--- src/rtl/sfp_ctrl.sv ---
// sfp_ctrl: psum SRAM / OFIFO sequencer for the special-function (accumulate/ReLU/quantize) stage.
// Walks n_rows psum rows over n_pass accumulation passes: read old psum (skipped on pass 0),
// accept one MAC row, write the accumulated psum back, and on the last pass push to the OFIFO.
// Ports:
//   clk, reset            clock, asynchronous active-high reset
//   start, n_rows, n_pass job start pulse and its row/pass configuration
//   mac_valid, mac_ready  MAC row handshake (transfer = mac_valid & mac_ready)
//   old_psum_valid/zero   per-column accumulate strobe, zero substitution on pass 0
//   sram_cen/wen/addr     psum SRAM control (active-low enables)
//   ofifo_full, ofifo_wr  OFIFO back-pressure and push
//   busy, done            job in progress, one-cycle completion pulse
//   stall_cnt             ACC cycles without a transfer; built only with SFP_CTRL_STALL_CNT_EN
module sfp_ctrl #(
    parameter int addr_bw = 4,
    parameter int pass_bw = 4,
    parameter int col     = 8
) (
    input  logic               clk,
    input  logic               reset,
    input  logic               start,
    input  logic [addr_bw-1:0] n_rows,
    input  logic [pass_bw-1:0] n_pass,
    input  logic               mac_valid,
    output logic               mac_ready,
    output logic [col-1:0]     old_psum_valid,
    output logic               old_psum_zero,
    output logic               sram_cen,
    output logic               sram_wen,
    output logic [addr_bw-1:0] sram_addr,
    input  logic               ofifo_full,
    output logic               ofifo_wr,
    output logic               busy,
    output logic               done,
    output logic [15:0]        stall_cnt
);
    typedef enum logic [1:0] {IDLE, RD, ACC, FIN} state_t;
    state_t state_q, state_d;
    logic [addr_bw-1:0] row_q, row_d, rows_q, rows_d;
    logic [pass_bw-1:0] pass_q, pass_d, passes_q, passes_d;
    logic last_pass;
    assign last_pass = pass_q == passes_q - 1'b1;
    always_ff @(posedge clk or posedge reset) begin
        if (reset) begin
            state_q  <= IDLE;
            row_q    <= '0;
            pass_q   <= '0;
            rows_q   <= '0;
            passes_q <= '0;
        end else begin
            state_q  <= state_d;
            row_q    <= row_d;
            pass_q   <= pass_d;
            rows_q   <= rows_d;
            passes_q <= passes_d;
        end
    end
    always_comb begin
        state_d        = state_q;
        row_d          = row_q;
        pass_d         = pass_q;
        rows_d         = rows_q;
        passes_d       = passes_q;
        mac_ready      = 1'b0;
        old_psum_valid = '0;
        old_psum_zero  = 1'b0;
        sram_cen       = 1'b1;
        sram_wen       = 1'b1;
        sram_addr      = '0;
        ofifo_wr       = 1'b0;
        busy           = 1'b0;
        done           = 1'b0;
        case (state_q)
            IDLE: begin
                // An empty job completes through FIN without ever touching the SRAM.
                if (start && n_rows != '0 && n_pass != '0) begin
                    rows_d   = n_rows;
                    passes_d = n_pass;
                    row_d    = '0;
                    pass_d   = '0;
                    state_d  = RD;
                end else if (start) begin
                    state_d = FIN;
                end
            end
            RD: begin
                busy      = 1'b1;
                sram_addr = row_q;
                sram_cen  = pass_q == '0;
                state_d   = ACC;
            end
            ACC: begin
                busy           = 1'b1;
                old_psum_valid = '1;
                old_psum_zero  = pass_q == '0;
                sram_addr      = row_q;
                // OFIFO back-pressure only matters when this pass produces activations.
                mac_ready      = last_pass ? !ofifo_full : 1'b1;
                if (mac_valid && mac_ready) begin
                    sram_cen = 1'b0;
                    sram_wen = 1'b0;
                    ofifo_wr = last_pass;
                    if (row_q == rows_q - 1'b1) begin
                        row_d   = '0;
                        pass_d  = pass_q + 1'b1;
                        state_d = last_pass ? FIN : RD;
                    end else begin
                        row_d   = row_q + 1'b1;
                        state_d = RD;
                    end
                end
            end
            default: begin
                done    = 1'b1;
                state_d = IDLE;
            end
        endcase
    end
`ifdef SFP_CTRL_STALL_CNT_EN
    logic [15:0] stall_q;
    logic        xfer;
    assign xfer = mac_valid & mac_ready;
    always_ff @(posedge clk or posedge reset) begin
        if (reset)
            stall_q <= '0;
        else if (state_q == IDLE && start)
            stall_q <= '0;
        else if (state_q == ACC && !xfer && stall_q != 16'hFFFF)
            stall_q <= stall_q + 1'b1;
    end
    assign stall_cnt = stall_q;
`else
    assign stall_cnt = '0;
`endif
endmodule
--- config.mk ---
export PLATFORM = sky130hd
export DESIGN_NAME = sfp_ctrl
export DESIGN_NICKNAME = d
export VERILOG_FILES = /design/src/rtl/sfp_ctrl.sv
export SDC_FILE = /design/constraint.sdc
export NUM_CORES = 1
export LEC_CHECK = 0
export ABC_AREA = 1
export CORE_MARGIN = 2
export CORE_UTILIZATION = 50
export DETAILED_ROUTE_END_ITERATION = 10
export GPL_ROUTABILITY_DRIVEN = 0
export MAX_ROUTING_LAYER = met4
export PLACE_DENSITY = 0.85
export RECOVER_POWER = 50
export SYNTH_ARGS = -nofsm -noshare
export SYNTH_HDL_FRONTEND = slang
export SYNTH_SLANG_ARGS = --single-unit
--- constraint.sdc ---
create_clock -name clk -period 2.5 [get_ports clk]
set_clock_uncertainty 0.05 [all_clocks]
set_input_delay 0.5 -clock clk [delete_from_list [all_inputs] [get_ports clk]]
set_output_delay 0.5 -clock clk [all_outputs]
set_load 0.02 [all_outputs]
### Yosys cells after proc, flatten, opt, wreduce, memory -nomap -nowiden

Cells that the tools add are included.

* multipliers: 0
* $add $sub $neg: 4
* multiplexer cells: 25
* div/mod/pow operators: 0
* bitwise logic cells: 0
* shift-type cells: 0
* magnitude comparators: 0
* equal/unequal tests: 8
* reductions and logical operators: 15

Operator list (number)
* 4-bit two-way mux: 6
* 4-bit case mux with 2 select lines: 2
* 2-bit two-way mux: 5
* 1-bit two-way mux: 9
* 4-bit by 1-bit adder with 4-bit output, second input constant: 2
* 4-bit equality test: 2
* 8-bit two-way mux: 1
* 4-bit nonzero test: 2
* 4-bit by 1-bit subtractor with 4-bit output, second input constant: 2
* 2-bit != test, second input constant: 3
* 2-bit case mux with 3 select lines: 1
* 4-bit zero test: 1
* 2-bit AND reduction: 2
* 4-bit AND reduction: 1
* 1-bit logical AND: 3
* 3-bit != test, second input constant: 1
* 3-bit AND reduction: 1
* 3-bit OR reduction: 1
* 2-bit by 1-bit equality test with 1-bit output, second input constant: 1
* 2-bit equality test, second input constant: 1
* 2-bit zero test: 1
* 1-bit case mux with 2 select lines: 1
* 2-bit nonzero test: 1
* 2-bit OR reduction: 1
* 1-bit zero test: 1

* bits in latches: 0
* memories kept: 0
* bits in writable memories: 0
* output and inout bits: 35
* input port bits: 13
* bits in read-only memories: 0
* flip-flop bits (word level): 18

### Longest topological paths before layout

* depth after elaboration: 6
* mapped depth: 14

### Worst setup path before layout

No wires, ideal clock.

* path kind: flip-flop to output port
* start point: reg state_q[0]
* end point: out ofifo_wr
* data arrival time: 1.539 ns
* path slack: 0.411 ns
* cell stages (with the launch flop): 6
* data required time: 1.950 ns
* cell sequence: dfrtp_1 inv_1 ha_1 buf_4 nand3_1 nor2_1

* word-level cells in the longest chain between the ends: 2

RTL lines
* from (decl): RTL line 37 `state_t state_q, state_d;`
* from (signal assigned): RTL line 50 `state_q <= state_d;`
* 2-bit equality test: RTL line 72 `case (state_q)`
* 1-bit two-way mux: RTL line 72
* to (decl): RTL line 31 `output logic ofifo_wr,`

Every way passes these cells.

### Final worst setup path

* start point: reg state_q[0]
* end point: out sram_addr[1]

* word-level cells in the longest chain between the ends: 3
* elaborated cells on any way between the ends: 4

RTL lines
* 2-bit equality test / 2-bit by 1-bit equality test with 1-bit output (equally long branches): RTL line 72
* 2-bit OR reduction (no source line) *
* 4-bit two-way mux *: RTL line 72
* to (decl): RTL line 29 `output logic [addr_bw-1:0] sram_addr,`

Every way passes the cells marked *; elsewhere a longest branch is shown, timed or not.

==> impl_metrics.ini <==
[finish]
multi_input_area_um2 = 835.8
final_cell_mix = nand2_1, inv_1, dfrtp_1
seqCellArea_um2 = 450.4
nFillCells = 271
antenna_cells = 0
layout_commonest_cell = nand2_1
area_growth_pct = 19.79
fin_nets = 262
drive_above_1_share_pct = 16.32

[clock_tree]
hold_buffers = 0
cts-root-buf = clkbuf_4
clkTransAtPathRegs_ns = 0.11
cts_sinks = 18
clockBufferDepth = 2
cts_buffers = 3
cts_max_level = 1
clock_latency_ns = 0.30
cts_tree = done

[power_and_ir_drop]
clkPwrFrac_pct = 9.1
sequentialPowerShare_pct = 23.6
p_switching_mw = 1.028
p_per_area_nw_per_um2 = 1119
finalPower_mw = 2.052
swShare_pct = 50.10
p_int_mw = 1.024
leakage_nw = 1.050
ir_worst_vdd_uv = 650.6
comb_power_share_pct = 67.3

[logic_synthesis]
yosysSeqAreaShare_pct = 29.44
yosys_warnings = 0
ys_types = 27
syn_inst = 208
avgSynthCellArea_um2 = 7.357
synth_area_um2 = 1530
ys_ff_latch = 18

[sta]
hold_ws_ns = 0.5013
fmax_mhz = 411.2
hold_violations = 0
setup_viol_count_final = 0
maxSlewHeadroom_pct = 54.10
worst_pin_slew_ns = 0.6877
maxSlewViolCount = 0
final.setup.tns_ns = 0
period_minus_slack_ns = 2.432
fin_crit_sh_pct = 97.27

[global_route]
overflow = 0
grt_pass1_vias = 1179
grtUsageTotal_pct = 19.10
grt_pass1_wl_um = 4954
antenna_found_initial = 0
grt_max_degree = 19

[drt]
drtAntennaViolNets = 0
wl_per_cell_um = 10.55
drc = 0
first_pass_iters = 5
vias = 1322
routed_wl_um = 2870
drt_iter0_markers = 24
viasPerCell = 4.860

[floorplanning]
rows = 20
ios = 48
start_util_pct = 51.39
dieArea_um2 = 3519
die_y_um = 59.32
fp.dieW_um = 59.32
core_area_um2 = 2978

[critical_path]
cp-startpoint = state_q[0]
cpPeakStageDelay_ns = 0.59
start_kind = flip-flop
regToRegSetupSlack_ns = 0.60
crit_slowest_cell = clkdlybuf4s50_1
cp-endpoint = sram_addr[1]
r2r-start = passes_q[0]
worstSetupPathType = flip-flop to primary output
cp_common_cell = inv_1
crit_required_ns = 1.95
rr_worst_depth = 15
rr_endpoint = state_q[1]
path_max_fanout = 6
worstPathCellList = inv_1, ha_2, nand2_1, inv_1, clkdlybuf4s50_1
arrival_ns = 1.88
endpoint_kind = primary output

[place]
dpl.hpwl_um = 2283
numPortBuffers = 31

[worst_hold_path]
hp-class = flip-flop to flip-flop

[job]
maxCapViolations = 0

[run_status]
status = completed
[logic make-up (layout without fill, tap and decap cells)]
logic type      count (synthesis)  after routing  synth area share [%]
compound gates                 18             18                 6.378
xor+xnor                       10             10                 5.723
fa+ha+maj                       9              9                 7.359
buf+inv                        60             76                 21.59
flops                          18             18                 29.44
other cells                     1             16                0.2451
simple gates                   92             92                 29.27
[flip-flops by register name (all words and copies together) (netlist names)]
register  flops
pass_q        4
passes_q      4
row_q         4
rows_q        4
state_q       2
[how the worst min path moves through the flow]
| stage | start | to | slack (ns) | cells past startpoint |
|---|---|---|---|---|
| 2_1_floorplan | reset | pass_q[0] | 0.39 | 1 |
| 3_3_place_gp | passes_q[2] | passes_q[2] | 0.47 | 2 |
| 3_5_place_dp | passes_q[2] | passes_q[2] | 0.48 | 2 |
| 4_1_cts | passes_q[2] | passes_q[2] | 0.50 | 2 |
| 5_1_grt | passes_q[2] | passes_q[2] | 0.54 | 2 |
| 6_report | rows_q[2] | rows_q[2] | 0.50 | 2 |
[synth_stat cells]
cell       n  area [µm²]
ha_1       9       112.6
buf_4     24       180.2
xnor2_1    5       43.79
nand4_1    5       31.28
nand3b_1   1       7.510
conb_1     1       3.750
nand2_2    5       31.28
nor2_1    11       41.29
nand3_1   14       70.07
o21a_1     1       7.510
inv_1     28       105.1
dfrtp_1   18       450.4
inv_2      5       18.77
nand2_1   47       176.4
or2_0      1       6.260
o21ai_0    5       25.02
o21bai_1   1       7.510
nand2_4    3       33.78
o211ai_1   1       7.510
buf_6      2       22.52
o21ai_1    6       30.03
a21oi_1    4       20.02
xor2_1     5       43.79
nor2_2     2       12.51
nand3_2    2       20.02
clkbuf_1   1       3.750
nand3_4    1       17.52
[critical path, delay by kind of cell, from the launching register on]
kind	cells	cell delay (ns)
AND/OR/NAND/NOR	1	0.06
buffers and inverters	3	0.72
adder cells (fa/ha/maj)	1	0.39
flip-flops	1	0.42
[power by group through the flow]
stage | combinational [mW] | sequential (mW) | clock [mW]
after global placement | 1.35 | 0.488 | 0
after floorplan | 1.03 | 0.468 | 0
after detailed placement | 1.39 | 0.489 | 0
after CTS | 1.32 | 0.483 | 0.189
final | 1.38 | 0.484 | 0.186
after global routing | 1.55 | 0.499 | 0.200
[routing by layer]
metal | up-vias | part of all wire (%) | global-route usage, %
met5 | - | 0 | -
met4 | 0 | 1.6 | 7.143
met3 | 6 | 4.1 | 2.620
met2 | 32 | 51 | 32.81
met1 | 618 | 43 | 22.54
li1 | 666 | - | -
[timing repair]
action	4_1_cts	5_1_grt
setup buffers	0	2
pin swaps	0	8
endpoints found under the setup margin	13	8
gates cloned	0	0
gates resized for setup	21	15
[final cells by class]
cell class                      count  share of cell area (%)
Inverter                           33                   6.758
Multi-Input combinational cell    145                   45.60
Timing Repair Buffer               39                   18.84
Tap cell                           33                   2.253
Clock buffer                        4                   1.980
Sequential cell                    18                   24.57
[stage by stage]
step | utilization, % | setup WS (ns) | std cells | instance area (µm²)
6_report | 61.55 | 0.06828 | 272 | 1833
5_1_grt | 61.55 | -0.009313 | 272 | 1833
4_1_cts | 60.46 | 0.005516 | 270 | 1800
3_5_place_dp | 59.66 | -0.05678 | 266 | 1777
3_3_place_gp | 59.66 | 0.006787 | 266 | 1777
2_1_floorplan | - | 0.4111 | 223 | 1587
Power figures use the tool's default switching activity.
